--- src/rtl/ecdsa_avalon_regs.sv ---
// ---------------------------------------------------------------------------
// ecdsa_avalon_regs
//
// Avalon-MM slave register file and run controller for the ECDSA core.
// Software loads a 256-bit private key (words 0-7) and a 96-bit message
// (words 8-10), then writes start. The operands are snapshotted into shadow
// registers that stay stable for the whole run; the core's done/invalid
// result is captured into readable status, and a cycle timeout aborts a hung
// core.
//
// Ports:
//   clk, reset_n        clock, asynchronous active-low reset
//   avs_*               Avalon-MM slave (word address 0-15, 1-cycle read)
//   core_priv_key       shadow key {reg7..reg0}
//   core_message        shadow message {reg10,reg9,reg8}
//   core_start          high only while running
//   core_done           core done level
//   core_invalid        core invalid_error level
//   irq                 high while DONE and irq-enable is set
// ---------------------------------------------------------------------------
module ecdsa_avalon_regs #(
    parameter logic [31:0] TIMEOUT_CYCLES = 32'd50_000_000
) (
    input  logic         clk,
    input  logic         reset_n,
    input  logic [3:0]   avs_address,
    input  logic         avs_read,
    input  logic         avs_write,
    input  logic [3:0]   avs_byteenable,
    input  logic [31:0]  avs_writedata,
    output logic [31:0]  avs_readdata,
    output logic [255:0] core_priv_key,
    output logic [95:0]  core_message,
    output logic         core_start,
    input  logic         core_done,
    input  logic         core_invalid,
    output logic         irq
);

    typedef enum logic [1:0] {
        ST_IDLE = 2'd0,
        ST_RUN  = 2'd1,
        ST_DONE = 2'd2
    } state_t;

    state_t              state_q, state_d;
    logic [7:0][31:0]    key_q, key_d;
    logic [2:0][31:0]    msg_q, msg_d;
    logic                irqen_q, irqen_d;
    logic                start_q, start_d;
    logic                invalid_q, invalid_d;
    logic                timeout_q, timeout_d;
    logic [31:0]         count_q, count_d;
    logic [255:0]        sh_key_q, sh_key_d;
    logic [95:0]         sh_msg_q, sh_msg_d;
    logic [31:0]         rdata_q, rdata_d;
    logic                core_start_q, core_start_d;
    logic                done_q, done_d;
    logic                irq_q, irq_d;

    logic                start_wr_s;
    logic                start_bit_s;
    logic                timeout_hit_s;
    logic [31:0]         rd_mux_s;

    // Merge write data into an existing word, one byte lane per enable bit.
    function automatic logic [31:0] byte_merge(input logic [31:0] old_v,
                                               input logic [31:0] new_v,
                                               input logic [3:0]  be);
        logic [31:0] res;
        res = old_v;
        for (int b = 0; b < 4; b++) begin
            if (be[b]) begin
                res[8*b +: 8] = new_v[8*b +: 8];
            end else begin
                res[8*b +: 8] = old_v[8*b +: 8];
            end
        end
        return res;
    endfunction

    // A start-register write only counts when lane 0 (which holds bit0) is enabled.
    assign start_wr_s    = avs_write && (avs_address == 4'd14) && avs_byteenable[0];
    assign start_bit_s   = avs_writedata[0];
    assign timeout_hit_s = (TIMEOUT_CYCLES != 32'd0) && (count_q == (TIMEOUT_CYCLES - 32'd1));

    // Front register file: software-visible RW words with byte-lane writes.
    always_comb begin
        key_d   = key_q;
        msg_d   = msg_q;
        irqen_d = irqen_q;
        start_d = start_q;
        if (avs_write) begin
            case (avs_address)
                4'd0, 4'd1, 4'd2, 4'd3, 4'd4, 4'd5, 4'd6, 4'd7:
                    key_d[avs_address[2:0]] = byte_merge(key_q[avs_address[2:0]], avs_writedata, avs_byteenable);
                4'd8:  msg_d[0] = byte_merge(msg_q[0], avs_writedata, avs_byteenable);
                4'd9:  msg_d[1] = byte_merge(msg_q[1], avs_writedata, avs_byteenable);
                4'd10: msg_d[2] = byte_merge(msg_q[2], avs_writedata, avs_byteenable);
                4'd11: irqen_d  = avs_byteenable[0] ? avs_writedata[0] : irqen_q;
                4'd14: start_d  = avs_byteenable[0] ? avs_writedata[0] : start_q;
                default: ;
            endcase
        end else begin
            key_d = key_q;
        end
    end

    // Run controller: snapshots operands, counts run cycles, captures result.
    always_comb begin
        state_d   = state_q;
        sh_key_d  = sh_key_q;
        sh_msg_d  = sh_msg_q;
        invalid_d = invalid_q;
        timeout_d = timeout_q;
        count_d   = count_q;
        case (state_q)
            ST_IDLE: begin
                if (start_wr_s && start_bit_s) begin
                    state_d   = ST_RUN;
                    sh_key_d  = key_q;
                    sh_msg_d  = msg_q;
                    invalid_d = 1'b0;
                    timeout_d = 1'b0;
                    count_d   = 32'd0;
                end else begin
                    state_d = ST_IDLE;
                end
            end
            ST_RUN: begin
                // A software abort wins; status and count freeze where they are.
                if (start_wr_s && !start_bit_s) begin
                    state_d = ST_IDLE;
                end else begin
                    count_d = (count_q == 32'hFFFF_FFFF) ? count_q : (count_q + 32'd1);
                    // Done is checked first so a result on the timeout cycle is kept.
                    if (core_done) begin
                        state_d   = ST_DONE;
                        invalid_d = core_invalid;
                        timeout_d = 1'b0;
                    end else if (timeout_hit_s) begin
                        state_d   = ST_DONE;
                        invalid_d = 1'b0;
                        timeout_d = 1'b1;
                    end else begin
                        state_d = ST_RUN;
                    end
                end
            end
            ST_DONE: begin
                // Only an explicit start=0 acknowledges; start=1 here is ignored.
                if (start_wr_s && !start_bit_s) begin
                    state_d = ST_IDLE;
                end else begin
                    state_d = ST_DONE;
                end
            end
            default: state_d = ST_IDLE;
        endcase
    end

    // Output flags are decoded from the next state so they line up with state_q.
    always_comb begin
        core_start_d = (state_d == ST_RUN);
        done_d       = (state_d == ST_DONE);
        irq_d        = (state_d == ST_DONE) && irqen_d;
    end

    // Read mux over current register values, so a same-cycle write is not seen.
    always_comb begin
        rd_mux_s = 32'd0;
        case (avs_address)
            4'd0, 4'd1, 4'd2, 4'd3, 4'd4, 4'd5, 4'd6, 4'd7:
                   rd_mux_s = key_q[avs_address[2:0]];
            4'd8:  rd_mux_s = msg_q[0];
            4'd9:  rd_mux_s = msg_q[1];
            4'd10: rd_mux_s = msg_q[2];
            4'd11: rd_mux_s = {31'd0, irqen_q};
            4'd12: rd_mux_s = {29'd0, (state_q == ST_RUN), timeout_q, invalid_q};
            4'd13: rd_mux_s = count_q;
            4'd14: rd_mux_s = {31'd0, start_q};
            4'd15: rd_mux_s = {31'd0, done_q};
            default: rd_mux_s = 32'd0;
        endcase
        if (avs_read) begin
            rdata_d = rd_mux_s;
        end else begin
            rdata_d = rdata_q;
        end
    end

    // State and register update.
    always_ff @(posedge clk or negedge reset_n) begin
        if (!reset_n) begin
            state_q      <= ST_IDLE;
            key_q        <= '0;
            msg_q        <= '0;
            irqen_q      <= 1'b0;
            start_q      <= 1'b0;
            invalid_q    <= 1'b0;
            timeout_q    <= 1'b0;
            count_q      <= 32'd0;
            sh_key_q     <= 256'd0;
            sh_msg_q     <= 96'd0;
            rdata_q      <= 32'd0;
            core_start_q <= 1'b0;
            done_q       <= 1'b0;
            irq_q        <= 1'b0;
        end else begin
            state_q      <= state_d;
            key_q        <= key_d;
            msg_q        <= msg_d;
            irqen_q      <= irqen_d;
            start_q      <= start_d;
            invalid_q    <= invalid_d;
            timeout_q    <= timeout_d;
            count_q      <= count_d;
            sh_key_q     <= sh_key_d;
            sh_msg_q     <= sh_msg_d;
            rdata_q      <= rdata_d;
            core_start_q <= core_start_d;
            done_q       <= done_d;
            irq_q        <= irq_d;
        end
    end

    assign avs_readdata  = rdata_q;
    assign core_priv_key = sh_key_q;
    assign core_message  = sh_msg_q;
    assign core_start    = core_start_q;
    assign irq           = irq_q;

endmodule

--- config.mk ---
export PLATFORM = sky130hd
export DESIGN_NAME = ecdsa_avalon_regs
export DESIGN_NICKNAME = d
export VERILOG_FILES = /design/src/rtl/ecdsa_avalon_regs.sv
export SDC_FILE = /design/constraint.sdc
export NUM_CORES = 2
export LEC_CHECK = 0
export CAP_MARGIN = 20
export CORE_MARGIN = 1.5
export CORE_UTILIZATION = 45
export CTS_BUF_LIST = sky130_fd_sc_hd__clkbuf_4
export DETAILED_ROUTE_END_ITERATION = 7
export PLACE_DENSITY = 0.7
export SKIP_LAST_GASP = 1
export SYNTH_ARGS = -nofsm -noshare
export SYNTH_HDL_FRONTEND = slang
export SYNTH_SLANG_ARGS = --single-unit
--- constraint.sdc ---
create_clock -name clk -period 4.81 [get_ports clk]
set_input_delay 1.2025 -clock clk [delete_from_list [all_inputs] [get_ports clk]]
set_output_delay 1.2025 -clock clk [all_outputs]
set_load 0.1 [all_outputs]
==> flow_metrics.py <==
metrics = {
    "outcome": {
        "status": "complete, no violations",
    },
    "drt": {
        "route.vias.total": 26178,
        "first_pass_iters": 6,
        "drt_first_iter_violations": 2373,
        "detail_route.wirelength_um": 102800,
        "route.detailed.drc": 0,
        "wl_cell_um": 21.48,
        "routed_via_density": 5.469,
        "postRouteAntennaNets": 0,
    },
    "critical_path": {
        "required_worst_endpoint_ps": 3610,
        "path_buf_inv": 1,
        "startpoint_type": "register",
        "cp-end-kind": "output pin",
        "critical-path-slowest-cell": "sky130_fd_sc_hd__clkdlybuf4s50_1",
        "timing.critical_path.arrival_ps": 2660,
        "slowest_delay_ps": 1270,
        "largest_fanout_of_any_net_on_the_critical_path": 2,
        "reg2regPathDepth": 7,
        "path_cells": "clkdlybuf4s50_1",
        "cp_top_family": "buffers and inverters",
        "worst-setup-path-type": "register to output pin",
        "critical_path_depth": 1,
    },
    "synth": {
        "netlist-cell-type-count": 52,
        "synth.most_common_cell": "sky130_fd_sc_hd__nand2_1",
        "synth_nets": 3240,
        "synth_area_mm2": 0.03221,
        "area_share_of_the_largest_cell_type_after_synthesis": 0.6037,
        "synth_edf_count": 0,
        "yosys_warnings": 0,
        "postSynthRegisterBits": 777,
        "synth-async-reset-ratio": 1.000,
        "post-synth-top-area-cell": "sky130_fd_sc_hd__dfrtp_1",
        "synth.top_cells.by_area": "sky130_fd_sc_hd__dfrtp_1 (60%), sky130_fd_sc_hd__nand2_1 (16%), sky130_fd_sc_hd__o21ai_0 (4.4%)",
        "synth.cells.most_frequent": "sky130_fd_sc_hd__nand2_1 (1388), sky130_fd_sc_hd__dfrtp_1 (777), sky130_fd_sc_hd__o21ai_0 (286)",
        "average_instance_area_after_synthesis_um2": 10.09,
        "synthCells": 3193,
        "ys_seq_area_frac": 0.6037,
        "yosys_most_used_dff": "sky130_fd_sc_hd__dfrtp_1",
    },
    "grt": {
        "grt_first_pass_wirelength_um": 157900,
        "grt_most_used_layer": "met2",
        "grt_max_degree": 156,
        "groute.usage.overall": 0.2825,
        "global_route.usage.met1": 0.3890,
        "grt_overflow": 0,
        "via_count_of_the_first_global_routing_pass": 25799,
        "grt_use_met3": 0.08112,
        "met2_usage": 0.4242,
        "antenna_found_initial": 2,
    },
    "timing": {
        "setup_total_negative_slack_ps": 0,
        "fin_skew_ps": 69.72,
        "final.min_clock_period_ps": 3867,
        "hold_ws_ps": 280.2,
        "setup_viol": 0,
        "timing_worst_slew_pin_value_ps": 1197,
        "rsz0062_at_grt": "no",
        "hold_violations": 0,
        "timing.fmax_mhz": 258.6,
        "period_share": 0.8039,
        "final_number_of_max_transition_violations": 0,
        "timing.slew.headroom": 0.1992,
    },
    "min_path": {
        "min-delay-path-class": "input port to asynchronous set/reset pin",
    },
    "die": {
        "die_height_um": 270.5,
        "initial_core_util": 0.4575,
        "floorplan.die_area_mm2": 0.07319,
        "floorplan.die.width_um": 270.5,
        "placementRows": 97,
        "floorplan.io_pins": 432,
        "fp.coreArea_mm2": 0.07039,
    },
    "pwr": {
        "pwr_density_cell_mw_per_mm2": 470.2,
        "power.leakage_nw": 19.47,
        "irDropWorstVdd_mv": 0.2655,
    },
    "cells_and_area": {
        "layout-area-overhead-vs-synth_pct": 24.84,
        "design.final.nets": 3754,
        "final_layout_size_suffix_gt1_frac": 0.1490,
        "final_cells": 4787,
    },
    "placement": {
        "hpwlAfterDp_um": 70300,
        "post-place-cells": 4444,
        "finalWeightedCongestion": 0.9598,
        "buffer_ports.inserted": 431,
    },
    "cts": {
        "cts_root_buffer": "sky130_fd_sc_hd__clkbuf_4",
        "cts_setup_buffers": 0,
        "cts-htree-levels": 4,
        "clock-sinks": 777,
        "maximum_buffer_depth_of_the_clock_tree": 3,
        "cts_tree": "yes",
        "cts_inserted_buffers": 196,
        "cts.reportedPaths.clkPinSlew_ps": 70,
        "clk_latency_ps": 1040,
        "hold_buffers": 0,
        "post_cts_resize_count": 0,
    },
    "flow_run": {
        "max_cap_viol_count": 0,
    },
}
through the flow:
step / worst slack (ps) / area (um^2) / power, mW / utilization
after floorplan: 1757 / 32210 / 11.74 / -
after global placement: 604.7 / 37690 / 13.33 / 0.5354
after detailed placement: 553.2 / 37700 / 13.43 / 0.5355
after CTS: 855.7 / 40150 / 19.00 / 0.5704
after global routing: 830.2 / 40210 / 19.77 / 0.5712
final: 943.5 / 40210 / 18.91 / 0.5712
final timing paths:
kind / from / end / slack [ps]
setup reg to reg: count_q[1] / count_q[8] / 1890
hold reg to reg: key_q[180] / core_priv_key[180] / 470
min in group clk: key_q[180] / core_priv_key[180] / 470
max in group asynchronous: reset_n / core_priv_key[173] / 3380
setup / recovery: core_priv_key[192] / core_priv_key[192] / 940
hold / removal: reset_n / core_priv_key[101] / 280
flip-flops by register name (all words and copies together), names as in the netlist, 2 cells and up:
signal and flops:
avs_readdata 32, core_message 96, core_priv_key 256, count_q 32, key_q 256, msg_q 96, state_q 2
layout make-up:
type | instances | area, um^2
fillers | 6162 | 30190
clock buffers | 290 | 2177
clock inverters | 47 | 280.3
well taps | 940 | 1176
repair buffers | 506 | 5142
inverters | 10 | 37.54
diodes | 1 | 2.502
multi-input cells | 2216 | 11950
flip-flops and latches | 777 | 19440
metal layers:
layer / wire length, um / vias to the layer above
met3: 8903 / 189
met5: 59 / -
met1: 43950 / 13046
met4: 3153 / 4
li1: - / 11822
met2: 46750 / 1117
cell usage in the layout (no fill, tap or decap), types with 3 or more instances in the layout:
cell type and n:
sky130_fd_sc_hd__nand2_1 1382, sky130_fd_sc_hd__nand4_1 12, sky130_fd_sc_hd__nand3_1 15, sky130_fd_sc_hd__nand2_2 6, sky130_fd_sc_hd__nor4b_1 5, sky130_fd_sc_hd__nor3_1 10
sky130_fd_sc_hd__or3_1 5, sky130_fd_sc_hd__o21ai_0 285, sky130_fd_sc_hd__mux2_2 105, sky130_fd_sc_hd__and2_1 4, sky130_fd_sc_hd__nor3_2 4, sky130_fd_sc_hd__inv_6 3
sky130_fd_sc_hd__clkinv_2 3, sky130_fd_sc_hd__and3_1 5, sky130_fd_sc_hd__buf_12 22, sky130_fd_sc_hd__clkdlybuf4s50_1 425, sky130_fd_sc_hd__nand2b_1 19, sky130_fd_sc_hd__clkinv_1 30
sky130_fd_sc_hd__nor2b_1 5, sky130_fd_sc_hd__clkinv_4 5, sky130_fd_sc_hd__mux4_2 60, sky130_fd_sc_hd__inv_1 10, sky130_fd_sc_hd__o21a_1 32, sky130_fd_sc_hd__buf_4 54
sky130_fd_sc_hd__o31ai_1 12, sky130_fd_sc_hd__dfrtp_1 777, sky130_fd_sc_hd__clkbuf_4 293, sky130_fd_sc_hd__or4_1 13, sky130_fd_sc_hd__a21oi_1 18, sky130_fd_sc_hd__nor4_1 10
sky130_fd_sc_hd__nor2_1 26, sky130_fd_sc_hd__mux2i_1 49, sky130_fd_sc_hd__o21ai_1 12, sky130_fd_sc_hd__a22oi_1 60, sky130_fd_sc_hd__o2111ai_1 30
cells by family after synthesis:
kind of cell | count (synthesis) | share of synthesized area
adder cells (fa/ha/maj) | 1 | 0.0003884
AO/OA/AOI/OAI | 468 | 0.08624
buffers and inverters | 200 | 0.02700
flip-flops | 777 | 0.6037
AND/OR/NAND/NOR | 1533 | 0.1888
multiplexers | 214 | 0.09390
report_power, final:
part	total (mW)	switching, mW	leakage [nW]	internal, mW
logic	4.92	3.58	7.72	1.34
clock network	5.56	2.70	1.46	2.86
registers	8.42	0.867	10.3	7.55
total	18.9	7.15	19.5	11.8
worst register-to-register path, stage by stage (launching register included):
cell and delay [ps]:
sky130_fd_sc_hd__dfrtp_1 420, sky130_fd_sc_hd__ha_1 240, sky130_fd_sc_hd__nand3_1 140, sky130_fd_sc_hd__or3_1 440, sky130_fd_sc_hd__nor4_4 850, sky130_fd_sc_hd__buf_4 400
sky130_fd_sc_hd__nor3_1 120, sky130_fd_sc_hd__mux2i_1 160
Power figures use the tool's default switching activity.
